**src/rtl/cpu_state_dumper.sv**
```systemverilog
// cpu_state_dumper
// Debug readout engine for the single-cycle CPU. A start request snapshots the
// PC, then walks the register file (r0..r31) and data memory words 0..31 via
// the CPU display ports. The snapshot goes out as one 261-byte UART 8N1 frame:
// header 0xA5, PC, r0..r31, mem[0..31], each word MSB first, no inter-byte gap.
module cpu_state_dumper #(
  parameter int unsigned CLKS_PER_BIT = 434
) (
  input  logic        clk,
  input  logic        resetn,
  input  logic        start,
  input  logic [31:0] cpu_pc,
  input  logic [31:0] rf_data,
  input  logic [31:0] mem_data,
  output logic [4:0]  rf_addr,
  output logic [31:0] mem_addr,
  output logic        tx,
  output logic        busy,
  output logic        done
);

  typedef enum logic [1:0] {
    S_IDLE,
    S_HDR,
    S_WORD,
    S_DONE
  } state_t;

  // Bit sub-counter spans 0..CLKS_PER_BIT-1; one bit is enough when CLKS_PER_BIT=2.
  localparam int unsigned          BIT_CNT_W     = (CLKS_PER_BIT > 1) ? $clog2(CLKS_PER_BIT) : 1;
  localparam logic [BIT_CNT_W-1:0] BIT_CNT_LAST  = BIT_CNT_W'(CLKS_PER_BIT - 1);
  localparam logic [3:0]           BIT_IDX_LAST  = 4'd9;   // stop bit
  localparam logic [1:0]           BYTE_IDX_LAST = 2'd3;
  localparam logic [6:0]           WORD_IDX_LAST = 7'd64;
  // Words 0..31 are followed by a register word; words 32..63 by a memory word.
  localparam logic [6:0]           LAST_PRE_RF   = 7'd31;
  localparam logic [4:0]           IDX_LAST      = 5'd31;
  localparam logic [7:0]           HEADER        = 8'hA5;

  state_t                 state_q, state_d;
  logic [BIT_CNT_W-1:0]   bit_cnt_q, bit_cnt_d;
  logic [3:0]             bit_idx_q, bit_idx_d;
  logic [1:0]             byte_idx_q, byte_idx_d;
  logic [6:0]             word_idx_q, word_idx_d;
  logic [31:0]            word_buf_q, word_buf_d;
  logic [4:0]             rf_addr_q, rf_addr_d;
  logic [4:0]             mem_idx_q, mem_idx_d;
  logic                   tx_q, tx_d;

  logic                   bit_end;
  logic                   byte_end;
  logic                   word_end;
  logic [BIT_CNT_W-1:0]   bit_cnt_adv;
  logic [3:0]             bit_idx_adv;
  logic [7:0]             cur_byte;
  logic [2:0]             data_sel;

  // Terminal-count decodes: every wrap is an explicit compare, never an overflow.
  assign bit_end  = (bit_cnt_q == BIT_CNT_LAST);
  assign byte_end = bit_end && (bit_idx_q == BIT_IDX_LAST);
  assign word_end = byte_end && (byte_idx_q == BYTE_IDX_LAST);

  // Selects one byte of a word, byte 0 being the most significant.
  function automatic logic [7:0] word_byte(input logic [31:0] w, input logic [1:0] idx);
    logic [7:0] b;
    case (idx)
      2'd0:    b = w[31:24];
      2'd1:    b = w[23:16];
      2'd2:    b = w[15:8];
      default: b = w[7:0];
    endcase
    return b;
  endfunction

  // Bit-time and bit-index advance shared by the HDR and WORD states.
  always_comb begin
    // NOTE: every always_comb output gets a default first so no path can infer a latch.
    bit_cnt_adv = bit_cnt_q;
    bit_idx_adv = bit_idx_q;
    if (bit_end) begin
      bit_cnt_adv = '0;
      bit_idx_adv = (bit_idx_q == BIT_IDX_LAST) ? 4'd0 : bit_idx_q + 4'd1;
    end else begin
      bit_cnt_adv = bit_cnt_q + BIT_CNT_W'(1);
    end
  end

  // Next-state logic: frame sequencing, word capture and display-address walk.
  always_comb begin
    state_d    = state_q;
    bit_cnt_d  = bit_cnt_q;
    bit_idx_d  = bit_idx_q;
    byte_idx_d = byte_idx_q;
    word_idx_d = word_idx_q;
    word_buf_d = word_buf_q;
    rf_addr_d  = rf_addr_q;
    mem_idx_d  = mem_idx_q;

    case (state_q)
      S_IDLE: begin
        if (start) begin
          state_d    = S_HDR;
          word_buf_d = cpu_pc;
          rf_addr_d  = '0;
          mem_idx_d  = '0;
          bit_cnt_d  = '0;
          bit_idx_d  = '0;
          byte_idx_d = '0;
          word_idx_d = '0;
        end
      end

      S_HDR: begin
        bit_cnt_d = bit_cnt_adv;
        bit_idx_d = bit_idx_adv;
        if (byte_end) begin
          state_d    = S_WORD;
          byte_idx_d = '0;
          word_idx_d = '0;
        end
      end

      S_WORD: begin
        bit_cnt_d = bit_cnt_adv;
        bit_idx_d = bit_idx_adv;
        if (byte_end) begin
          byte_idx_d = (byte_idx_q == BYTE_IDX_LAST) ? 2'd0 : byte_idx_q + 2'd1;
        end
        if (word_end) begin
          if (word_idx_q == WORD_IDX_LAST) begin
            state_d    = S_DONE;
            word_idx_d = '0;
          end else begin
            word_idx_d = word_idx_q + 7'd1;
            // The address being sampled was set a full word earlier.
            if (word_idx_q <= LAST_PRE_RF) begin
              word_buf_d = rf_data;
              rf_addr_d  = (rf_addr_q == IDX_LAST) ? 5'd0 : rf_addr_q + 5'd1;
            end else begin
              word_buf_d = mem_data;
              mem_idx_d  = (mem_idx_q == IDX_LAST) ? 5'd0 : mem_idx_q + 5'd1;
            end
          end
        end
      end

      S_DONE: begin
        state_d = S_IDLE;
      end

      default: begin
        state_d = S_IDLE;
      end
    endcase
  end

  // Line level for the next cycle, derived from next-state so tx is a clean flop output.
  always_comb begin
    cur_byte = (state_d == S_HDR) ? HEADER : word_byte(word_buf_d, byte_idx_d);
    data_sel = 3'(bit_idx_d - 4'd1);
    tx_d     = 1'b1;
    if (state_d == S_HDR || state_d == S_WORD) begin
      if (bit_idx_d == 4'd0) begin
        tx_d = 1'b0;
      end else if (bit_idx_d == BIT_IDX_LAST) begin
        tx_d = 1'b1;
      end else begin
        tx_d = cur_byte[data_sel];
      end
    end
  end

  // State register with synchronous active-low reset; reset wins over start.
  always_ff @(posedge clk) begin
    // NOTE: sequential state uses non-blocking assignments so all flops update from pre-edge values.
    if (!resetn) begin
      state_q    <= S_IDLE;
      bit_cnt_q  <= '0;
      bit_idx_q  <= '0;
      byte_idx_q <= '0;
      word_idx_q <= '0;
      word_buf_q <= '0;
      rf_addr_q  <= '0;
      mem_idx_q  <= '0;
      tx_q       <= 1'b1;
    end else begin
      state_q    <= state_d;
      bit_cnt_q  <= bit_cnt_d;
      bit_idx_q  <= bit_idx_d;
      byte_idx_q <= byte_idx_d;
      word_idx_q <= word_idx_d;
      word_buf_q <= word_buf_d;
      rf_addr_q  <= rf_addr_d;
      mem_idx_q  <= mem_idx_d;
      tx_q       <= tx_d;
    end
  end

  assign tx       = tx_q;
  assign busy     = (state_q == S_HDR) || (state_q == S_WORD);
  assign done     = (state_q == S_DONE);
  assign rf_addr  = rf_addr_q;
  assign mem_addr = {25'd0, mem_idx_q, 2'b00};

endmodule

```
**config.mk**
```make
export PLATFORM = sky130hd
export DESIGN_NAME = cpu_state_dumper
export DESIGN_NICKNAME = d
export VERILOG_FILES = /design/src/rtl/cpu_state_dumper.sv
export SDC_FILE = /design/constraint.sdc
export NUM_CORES = 1
export LEC_CHECK = 0
export ABC_CLOCK_PERIOD_IN_PS = 2670
export CAP_MARGIN = 20
export CORE_MARGIN = 8
export CORE_UTILIZATION = 40
export DETAILED_ROUTE_END_ITERATION = 10
export HOLD_SLACK_MARGIN = 0.03
export PLACE_DENSITY = 0.73
export SETUP_SLACK_MARGIN = 0.4
export SLEW_MARGIN = 20
export SYNTH_ARGS = -nofsm -noshare
export SYNTH_HDL_FRONTEND = slang
export SYNTH_SLANG_ARGS = --single-unit
```
**constraint.sdc**
```tcl
create_clock -name clk -period 2.67 [get_ports clk]
set_input_delay 0.534 -clock clk [delete_from_list [all_inputs] [get_ports clk]]
set_output_delay 0.534 -clock clk [all_outputs]
set_load 0.05 [all_outputs]
```
==> impl_metrics.py, run 1 <==
metrics = {
    "grt": {
        "grt_pass1_wl_um": 24700,
        "grt_use_met1": 0.233,
        "grt.overflow.total": 0,
        "antenna_found_initial": 0,
        "grt_pass1_vias": 4961,
        "use_met2": 0.362,
        "met3_usage": 0.0518,
        "busiest_layer": "met2",
        "grt_max_degree": 37,
        "grt_use_total": 0.206,
    },
    "power_and_ir_drop": {
        "power_w": 0.00299,
        "comb_power_share": 0.226,
        "ir_drop_mv": 0.361,
        "p_sw_w": 0.000801,
        "swShare": 0.268,
        "internal_power_w": 0.00219,
        "clkPwrFrac": 0.421,
        "power_frac_seq": 0.353,
        "power.density_nw_per_um2": 428,
        "power_leakage_nw": 2.91,
    },
    "placed_design": {
        "io_buffers": 111,
        "place_area_um2": 6200,
        "dp_hpwl_um": 11100,
        "gp_congestion": 0.949,
        "pre_cts_ws_ps": -408,
        "dp_cells": 816,
    },
    "logic_synthesis": {
        "synth_edf_count": 0,
        "synthDistinctLibCells": 75,
        "ys_seq_area_frac": 0.297,
        "yosysMostFrequentCell": "nor2_1",
        "synth.area.top_cells": "dfxtp_1 (30%), mux2_2 (7.5%), nor2_1 (5.7%)",
        "synth_top_area_cell": "dfxtp_1",
        "netlist_area_um2": 4510,
        "synthTopCellsByCount": "nor2_1 (69), dfxtp_1 (67), nand2_1 (41)",
        "ys_ff_latch": 67,
        "ys.flop_type": "dfxtp_1",
        "syn_inst": 519,
        "syn_area_per_cell_um2": 8.69,
        "yosysTopAreaCellShare": 0.297,
        "yosys_warnings": 0,
        "synthArstFlopShare": 0,
    },
    "detailed_routing": {
        "firstDrtPassIters": 5,
        "vias_per_cell": 5.52,
        "first_iter_violations": 369,
        "drtAntennaViolNets": 0,
        "drcViolationCount": 0,
        "routed-via-count": 4738,
        "wl_per_cell_um": 17.8,
        "routed_wl_um": 15300,
    },
    "setup_path": {
        "worst_ep_required_time_ps": 2880,
        "critPathMaxFanout": 5,
        "slowest_delay_ps": 420,
        "start_kind": "flip-flop",
        "worstSetupEndpointType": "flip-flop",
        "critical_path_class": "flip-flop to flip-flop",
        "cp_cell_sequence": "nand3_4 -> o41ai_4 -> buf_6 -> buf_12 -> buf_6 -> mux2_2 -> a222oi_1 -> nand2_1 -> nand4_1 -> a311oi_2 -> o211ai_1 -> nand3_1",
        "cpMostUsedCell": "buf_6",
        "critPathArrivalTime_ps": 2930,
        "worst_path_max_delay_cell": "a222oi_1",
    },
    "sta": {
        "rsz0062_at_grt": "true",
        "report.final.hold_viol_count": 0,
        "hold_slack_ps": 487,
        "max_freq_ghz": 0.367,
        "finalCritPeriodShare": 1.02,
        "finalMaxSlewViolations": 0,
        "maxSlewHeadroom": 0.663,
        "clock_skew_ps": 7.58,
        "setup_viol": 2,
        "setup_slack_ps": -55.1,
        "period_needed_ps": 2730,
        "tightest_slew_ps": 504,
    },
    "layout": {
        "area_delta_synth_final_pct": 55.3,
        "finalInstanceArea_um2": 7010,
        "n_antenna_cell": 0,
        "fillers": 913,
        "num-nets-final": 831,
        "drive_above_1_share": 0.292,
        "final_cells": 859,
    },
    "clock_tree": {
        "cts_hold_buffers": 0,
        "cts.clk_slew.worst_paths_ps": 60,
        "root_buffer": "clkbuf_16",
        "cts_tree": "built",
        "htreeDepth": 3,
        "clock_sinks": 67,
        "cts_max_path_buffers": 2,
        "numCtsBuffers": 9,
        "clk_latency_ps": 330,
    },
    "floorplanning": {
        "die_x_um": 122,
        "die-area_um2": 14900,
        "die_y_um": 122,
        "initial_utilization": 0.412,
        "rows": 38,
        "coreArea_um2": 10900,
        "ios": 139,
    },
    "hold_path": {
        "hp-class": "flip-flop to flip-flop",
    },
    "outcome": {
        "status": "finished with violations",
        "violations": "negative setup slack",
    },
    "flow_run": {
        "maxCapViolations": 0,
    },
}
-- final timing paths --
path	slack [ps]	depth (start not counted)	startpoint	to
setup reg to reg	-60	12	word_idx_q[2]	tx
hold reg to reg	490	2	mem_idx_q[4]	mem_idx_q[4]
setup / recovery	-60	12	word_idx_q[2]	tx
hold / removal	490	2	mem_idx_q[4]	mem_idx_q[4]
-- critical path, delay by kind of cell, from the launching register on --
| family | cells | cell delay [ps] |
|---|---|---|
| AO/OA/AOI/OAI | 4 | 1020 |
| buffers and inverters | 3 | 430 |
| AND/OR/NAND/NOR | 4 | 420 |
| flip-flops | 1 | 390 |
| multiplexers | 1 | 330 |
-- flip-flops by register name, summed over array words and instances, names as in the netlist --
register / flops
word_idx_q: 7
tx: 1
bit_cnt_q: 9
byte_idx_q: 2
mem_idx_q: 5
state_q: 2
bit_idx_q: 4
word_buf_q: 32
rf_addr: 5
-- what timing repair did --
action	CTS	global route
setup endpoints to repair	12	23
setup buffers	20	5
pin swaps	26	15
gates resized for setup	36	24
cloned	2	0
-- stage by stage --
stage	util	setup TNS, ps
2_1_floorplan	-	0
3_3_place_gp	0.567	-378
3_5_place_dp	0.567	-452
4_1_cts	0.626	-11.0
5_1_grt	0.641	-333
6_report	0.641	-55.3
-- layout make-up --
class                   instances  area [µm²]  share of cell area
clock buffers                  11         233              0.0332
inverters                      20        78.8              0.0113
well taps                     140         175              0.0250
repair buffers                208        1980               0.282
multi-input cells             408        3100               0.442
flip-flops and latches         67        1370               0.195
clock inverters                 5        77.6              0.0111
-- kinds of logic after synthesis --
logic type	share of synthesized area
adders and majority gates	0.0499
xor gates and xnor gates	0.0233
muxes	0.134
AOI/OAI and AO/OA	0.188
buffers and inverters	0.0929
DFF	0.297
other	0.000831
and+or+nand+nor	0.214
-- power groups by stage --
| stage | combinational [W] | sequential, W | clock [W] |
|---|---|---|---|
| 2_1_floorplan | 0.000357 | 0.00109 | 0 |
| 3_3_place_gp | 0.000593 | 0.00108 | 0 |
| 3_5_place_dp | 0.000602 | 0.00108 | 0 |
| 4_1_cts | 0.000653 | 0.00106 | 0.00128 |
| 5_1_grt | 0.000725 | 0.00106 | 0.00133 |
| 6_report | 0.000677 | 0.00106 | 0.00126 |
-- cells in the final DEF (no fill, tap or decap), types with 5 or more instances in the layout --
cell type / instances
mux2_4: 6
nor2_1: 66
a32oi_1: 6
dfxtp_4: 6
conb_1: 27
and2_1: 15
dfxtp_1: 58
clkbuf_16: 9
xor2_1: 9
mux2i_1: 22
mux2_2: 24
ha_1: 11
nand3_1: 12
buf_4: 78
buf_6: 13
inv_1: 13
a21oi_1: 13
o21ai_0: 22
inv_2: 6
a222oi_1: 14
o221ai_1: 5
clkdlybuf4s50_1: 109
ha_4: 5
o211ai_1: 8
nand4_1: 13
nand2_1: 40
-- layer usage --
| metal | wire (µm) | up-vias |
|---|---|---|
| met3 | 1020 | 32 |
| met5 | 0 | - |
| met2 | 7690 | 182 |
| li1 | - | 2243 |
| met1 | 6240 | 2281 |
| met4 | 368 | 0 |
Power figures use the tool's default switching activity.
==> run 2: changes to the inputs <==
Settings changed: ABC_AREA set to 1, PLACE_DENSITY 0.73 to 0.72.
==> run 2 against run 1 <==
Against the previous run:
- clock skew is 1.7 ps higher
- flip-flop and latch count stayed put
- area after synthesis is 4.8% higher
- largest cell class unchanged
- critical path type unchanged
- critical path depth is 8 higher
- total power is 1.2% higher
- setup slack better by 420 ps
- register-to-register slack better by 420 ps
- the run now ends clean
- first-iteration DRC count is 11% lower
- final area is 4.3% lower
- highest routed layer unchanged
- sequential share of layout area is 0.64 points higher
==> impl_metrics.py, run 2 <==
metrics = {
    "layout": {
        "final_cell_mix": "nand2_1 (249), clkdlybuf4s50_1 (108), inv_1 (59), dfxtp_1 (59), nor2_1 (58)",
        "top_regs": "word_buf_q x32, bit_cnt_q x9, word_idx_q x7",
        "drive_above_1_share": 0.168,
        "layout_commonest_cell": "nand2_1",
        "fillers": 1072,
        "largest_reg_flops": 32,
        "regArea_um2": 1350,
        "num-nets-final": 988,
        "multi_input_area_um2": 3110,
        "area_delta_synth_final_pct": 41.8,
        "regMostFlops": "word_buf_q",
        "n_antenna_cell": 0,
    },
    "logic_synthesis": {
        "synth_top_family_by_area": "simple AND/OR/NAND/NOR gates",
        "synthArstFlopShare": 0,
        "ys.flop_type": "dfxtp_1",
        "ys_seq_area_frac": 0.284,
        "yosys.area_share.simple": 0.406,
        "synth_compound_area_frac": 0.125,
        "synthDistinctLibCells": 50,
        "synth_edf_count": 0,
        "yosysTopAreaCellShare": 0.284,
        "ys_ff_latch": 67,
        "yosys_warnings": 0,
        "syn_area_per_cell_um2": 6.49,
        "synthTopCellsByCount": "nand2_1 (254), dfxtp_1 (67), inv_1 (63)",
        "synth_xor_area_frac": 0.00927,
        "synth_top_area_cell": "dfxtp_1",
        "netlist_area_um2": 4730,
        "syn_inst": 728,
        "synth.area.top_cells": "dfxtp_1 (28%), nand2_1 (20%), nand3_1 (5.1%)",
        "synth_mux_area_frac": 0.00212,
        "yosysMostFrequentCell": "nand2_1",
        "synth_fa_ha_area_frac": 0.0477,
    },
    "clock_tree": {
        "clk_latency_ps": 330,
        "htreeDepth": 3,
        "cts_tree": "built",
        "cts.clk_slew.worst_paths_ps": 60,
        "cts_max_path_buffers": 2,
        "clock_sinks": 67,
        "numCtsBuffers": 9,
        "root_buffer": "clkbuf_16",
    },
    "sta": {
        "max_freq_ghz": 0.435,
        "rsz0062_at_grt": "true",
        "hold_slack_ps": 471,
        "clock_skew_ps": 9.24,
        "setup-tns-final_ps": 0,
        "setup_viol": 0,
        "finalCritPeriodShare": 0.862,
        "maxSlewHeadroom": 0.662,
        "tightest_slew_ps": 506,
        "finalMaxSlewViolations": 0,
        "period_needed_ps": 2300,
        "report.final.hold_viol_count": 0,
    },
    "setup_path": {
        "critPathTopFamily": "simple AND/OR/NAND/NOR gates",
        "crit_buf_inv": 3,
        "cpMostUsedCell": "nand2_1",
        "reg2regPathDepth": 20,
        "critPathMaxFanout": 8,
        "start_kind": "flip-flop",
        "crit_cells": 20,
        "cp_cell_sequence": "inv_2 -> ha_4 -> nand2_2 -> nor2_4 -> buf_6 -> nand4_4 -> nor2_4 -> buf_6 -> o211ai_1 -> nand3_1 -> nor2_1 -> nor2_1 -> nand2_1 -> nand3_2 -> nand2_2 -> nand2_1 -> nand2_1 -> nand2_1 -> nand2_1 -> nand2_1",
        "worst_path_max_delay_cell": "dfxtp_2",
        "critical_path_class": "flip-flop to flip-flop",
        "slowest_delay_ps": 330,
        "worstSetupEndpointType": "flip-flop",
        "critPathArrivalTime_ps": 2580,
        "worst_ep_required_time_ps": 2950,
    },
    "floorplanning": {
        "coreArea_um2": 11500,
        "ios": 139,
        "rows": 39,
        "die_x_um": 125,
        "initial_utilization": 0.412,
        "die_y_um": 125,
        "die-area_um2": 15500,
    },
    "grt": {
        "antenna_found_initial": 0,
        "grt_use_total": 0.178,
        "grt.overflow.total": 0,
        "grt_max_degree": 28,
        "grt_pass1_vias": 4869,
        "grt_pass1_wl_um": 23300,
    },
    "detailed_routing": {
        "firstDrtPassIters": 6,
        "routed-via-count": 4903,
        "vias_per_cell": 4.81,
        "first_iter_violations": 329,
        "dr.max_layer_used": "met4",
        "wl_per_cell_um": 13.7,
        "routed_wl_um": 14000,
        "drtAntennaViolNets": 0,
        "wirelength_met1_um": 6060,
        "drcViolationCount": 0,
        "met2_length_um": 6750,
        "met3_wirelength_um": 891,
    },
    "placed_design": {
        "dp_hpwl_um": 11000,
        "gp_congestion": 0.935,
        "io_buffers": 111,
    },
    "power_and_ir_drop": {
        "power_leakage_nw": 3.01,
        "power.density_nw_per_um2": 452,
        "ir_drop_mv": 0.279,
    },
    "hold_path": {
        "min_path_cells": 2,
        "hp-class": "flip-flop to flip-flop",
    },
    "flow_run": {
        "maxCapViolations": 0,
    },
    "outcome": {
        "status": "finished clean",
    },
}
## run 2: final cells by class
cell class,count,share of cell area
clock buffer,11,0.0377
clock inverter,5,0.0125
inverter,72,0.0414
multi-input combinational,570,0.464
sequential,67,0.202
tap,143,0.0267
timing repair buffer,151,0.217
## run 2: path summary, 6_finish.rpt
| check | slack, ps | endpoint | start |
|---|---|---|---|
| setup / recovery | 370 | tx | bit_idx_q[1] |
| hold / removal | 470 | word_buf_q[13] | word_buf_q[13] |
| setup reg to reg | 370 | tx | bit_idx_q[1] |
| hold reg to reg | 470 | word_buf_q[13] | word_buf_q[13] |
## run 2: worst register-to-register path, cell delays in order, from the launching register on
cell      delay, ps
dfxtp_2         330
inv_2            70
ha_4            120
nand2_2          60
nor2_4          170
buf_6           130
nand4_4         140
nor2_4          250
buf_6           180
o211ai_1        100
nand3_1         120
nor2_1           60
nor2_1          100
nand2_1          70
nand3_2          60
nand2_2          40
nand2_1          50
nand2_1          40
nand2_1          70
nand2_1          40
nand2_1          40
## run 2: power breakdown
group | leakage [nW] | internal [W] | total (W) | switching [W]
sequential | 0.550 | 0.00104 | 0.00106 | 0.0000224
combinational | 2.30 | 0.000280 | 0.000630 | 0.000350
clock | 0.158 | 0.000872 | 0.00134 | 0.000464
## run 2: logic make-up (layout without fill, tap and decap cells)
group	after synthesis	after routing
buffers and inverters	117	239
and+or+nand+nor	423	423
AOI/OAI and AO/OA	96	96
other	1	27
adders and majority gates	18	18
DFF	67	67
xor gates and xnor gates	5	5
muxes	1	1
## run 2: per-layer routing
layer / GRT usage / vias to the layer above
met5: 0 / -
met4: 0.0532 / 0
met3: 0.0587 / 20
met2: 0.303 / 131
met1: 0.205 / 2191
li1: - / 2561
## run 2: per-stage QoR
stage | std cells | power [W] | utilization | cell area (µm²) | setup slack [ps]
after floorplan | 754 | 0.00146 | - | 4870 | 429
after global placement | 990 | 0.00169 | 0.529 | 6070 | -29.4
after detailed placement | 990 | 0.00169 | 0.529 | 6070 | -8.53
after CTS | 1014 | 0.00303 | 0.570 | 6540 | 358
after global routing | 1019 | 0.00317 | 0.585 | 6700 | 181
final | 1019 | 0.00303 | 0.585 | 6700 | 369
## run 2: what timing repair did
action,in CTS,in global routing
setup endpoints to repair,3,11
gates cloned,1,0
buffers inserted,7,5
gates resized for setup,29,32
hold buffers,0,0
pin swaps,12,17
==> run 3: changes to the inputs <==
Settings changed: SETUP_SLACK_MARGIN 0.4 to unset.
==> run 3 against run 2 <==
Against the previous run:
- maximum frequency down 7.4%
- total power decreased by 2.3%
- critical endpoint unchanged
- routed wire length down 3.3%
- utilization shrank 2.4 points
- first-iteration DRC count is 2.1% lower
==> impl_metrics.py, run 3 (synthesized netlist as in run 2, its figures left out) <==
metrics = {
    "layout": {
        "regMostFlops": "word_buf_q",
        "top_regs": "word_buf_q x32, bit_cnt_q x9, word_idx_q x7",
        "layout_commonest_cell": "nand2_1",
        "drive_above_1_share": 0.122,
        "regArea_um2": 1340,
        "fillers": 1075,
        "multi_input_area_um2": 2920,
        "n_antenna_cell": 0,
        "area_delta_synth_final_pct": 35.9,
        "final_cell_mix": "nand2_1 (254), clkdlybuf4s50_1 (110), dfxtp_1 (65)",
        "final_util": 0.560,
        "largest_reg_flops": 32,
        "num-nets-final": 981,
    },
    "setup_path": {
        "start_kind": "input port",
        "critical_path_class": "input port to flip-flop",
        "worst_path_max_delay_cell": "clkdlybuf4s50_1",
        "cp_cell_sequence": "clkdlybuf4s50_1 -> nand2_1 -> clkinv_1 -> buf_4 -> a22o_1 -> a211oi_1 -> nand2_1 -> nand2_1 -> nand2_1 -> nand2_1 -> nand2_1 -> nand2_1 -> nand2_1 -> nand2_1 -> nand2_1",
        "reg2regPathDepth": 19,
        "worst_ep_required_time_ps": 2890,
        "worstSetupEndpointType": "flip-flop",
        "cpMostUsedCell": "nand2_1",
        "slowest_delay_ps": 550,
        "critPathArrivalTime_ps": 2710,
        "r2r_setup_slack_ps": 230,
        "critPathMaxFanout": 7,
    },
    "detailed_routing": {
        "first_iter_violations": 322,
        "drcViolationCount": 0,
        "routed-via-count": 4827,
        "wl_per_cell_um": 13.3,
        "routed_wl_um": 13500,
        "drtAntennaViolNets": 0,
        "vias_per_cell": 4.77,
        "firstDrtPassIters": 4,
    },
    "placed_design": {
        "dp_hpwl_um": 10800,
        "io_buffers": 111,
        "gp_congestion": 0.902,
    },
    "grt": {
        "antenna_found_initial": 0,
        "grt_pass1_wl_um": 22800,
        "grt_use_total": 0.173,
        "grt.overflow.total": 0,
        "grt_pass1_vias": 4718,
        "grt_max_degree": 28,
    },
    "floorplanning": {
        "ios": 139,
        "rows": 39,
        "coreArea_um2": 11500,
        "die_x_um": 125,
        "initial_utilization": 0.412,
        "die_y_um": 125,
        "die-area_um2": 15500,
    },
    "clock_tree": {
        "cts_max_path_buffers": 2,
        "cts.clk_slew.worst_paths_ps": 60,
        "clock_sinks": 67,
        "htreeDepth": 3,
        "numCtsBuffers": 9,
        "clk_latency_ps": 330,
        "cts_hold_buffers": 0,
        "cts_tree": "built",
        "root_buffer": "clkbuf_16",
    },
    "sta": {
        "setup_viol": 0,
        "finalCritPeriodShare": 0.931,
        "setup-tns-final_ps": 0,
        "maxSlewHeadroom": 0.632,
        "rsz0062_at_grt": "false",
        "period_needed_ps": 2490,
        "tightest_slew_ps": 550,
        "report.final.hold_viol_count": 0,
        "max_freq_ghz": 0.402,
        "finalMaxSlewViolations": 0,
        "clock_skew_ps": 11.6,
    },
    "power_and_ir_drop": {
        "ir_drop_mv": 0.262,
        "power_leakage_nw": 2.93,
        "power.density_nw_per_um2": 461,
        "power_w": 0.00296,
    },
    "hold_path": {
        "hp-class": "flip-flop to flip-flop",
        "min_path_cells": 2,
    },
    "flow_run": {
        "maxCapViolations": 0,
    },
    "outcome": {
        "status": "finished clean",
    },
}
==> run 3: per-layer routing <==
metal  wire length, µm  track usage  vias up
met3               879       0.0485       15
met5                 0            0        -
li1                  -            -     2556
met1              5990        0.211     2129
met2              6480        0.289      127
met4               147       0.0496        0
==> run 3: timing repair <==
action,4_1_cts,5_1_grt
buffers inserted,0,2
setup endpoints to repair,0,1
endpoints found under the hold margin,0,0
resized for setup,0,13
==> run 3: power by group <==
part           switching, W  leakage [nW]  internal, W
Clock              0.000445         0.157     0.000844
Combinational      0.000336          2.22     0.000272
Sequential        0.0000219         0.547      0.00104
Total              0.000802          2.93      0.00216
==> run 3: path summary, 6_finish.rpt <==
check | from | endpoint
worst max-delay path | start | tx
worst min-delay path | word_buf_q[19] | word_buf_q[19]
worst max register to register | word_idx_q[0] | tx
worst min register to register | word_buf_q[19] | word_buf_q[19]
==> run 3: cell type report <==
type / count / area share
Clock buffer: 12 / 0.0384
Clock inverter: 4 / 0.0115
Inverter: 72 / 0.0429
Multi-Input combinational cell: 570 / 0.455
Sequential cell: 67 / 0.209
Tap cell: 143 / 0.0279
Timing Repair Buffer: 144 / 0.215
==> run 3: stage by stage <==
step | hold slack [ps] | setup slack [ps] | instance area, µm² | instances
detailed placement | 464 | -193 | 6050 | 994
finish | 470 | 184 | 6420 | 1012
global placement | 456 | -118 | 6050 | 994
floorplan | 448 | 103 | 4820 | 754
global route | 490 | 3.33 | 6420 | 1012
CTS | 472 | 140 | 6370 | 1010
==> run 3: worst max-delay path: cells and delay by family <==
kind / cells / cell delay, ps
compound gates: 2 / 580
buf+inv: 3 / 850
simple gates: 10 / 730
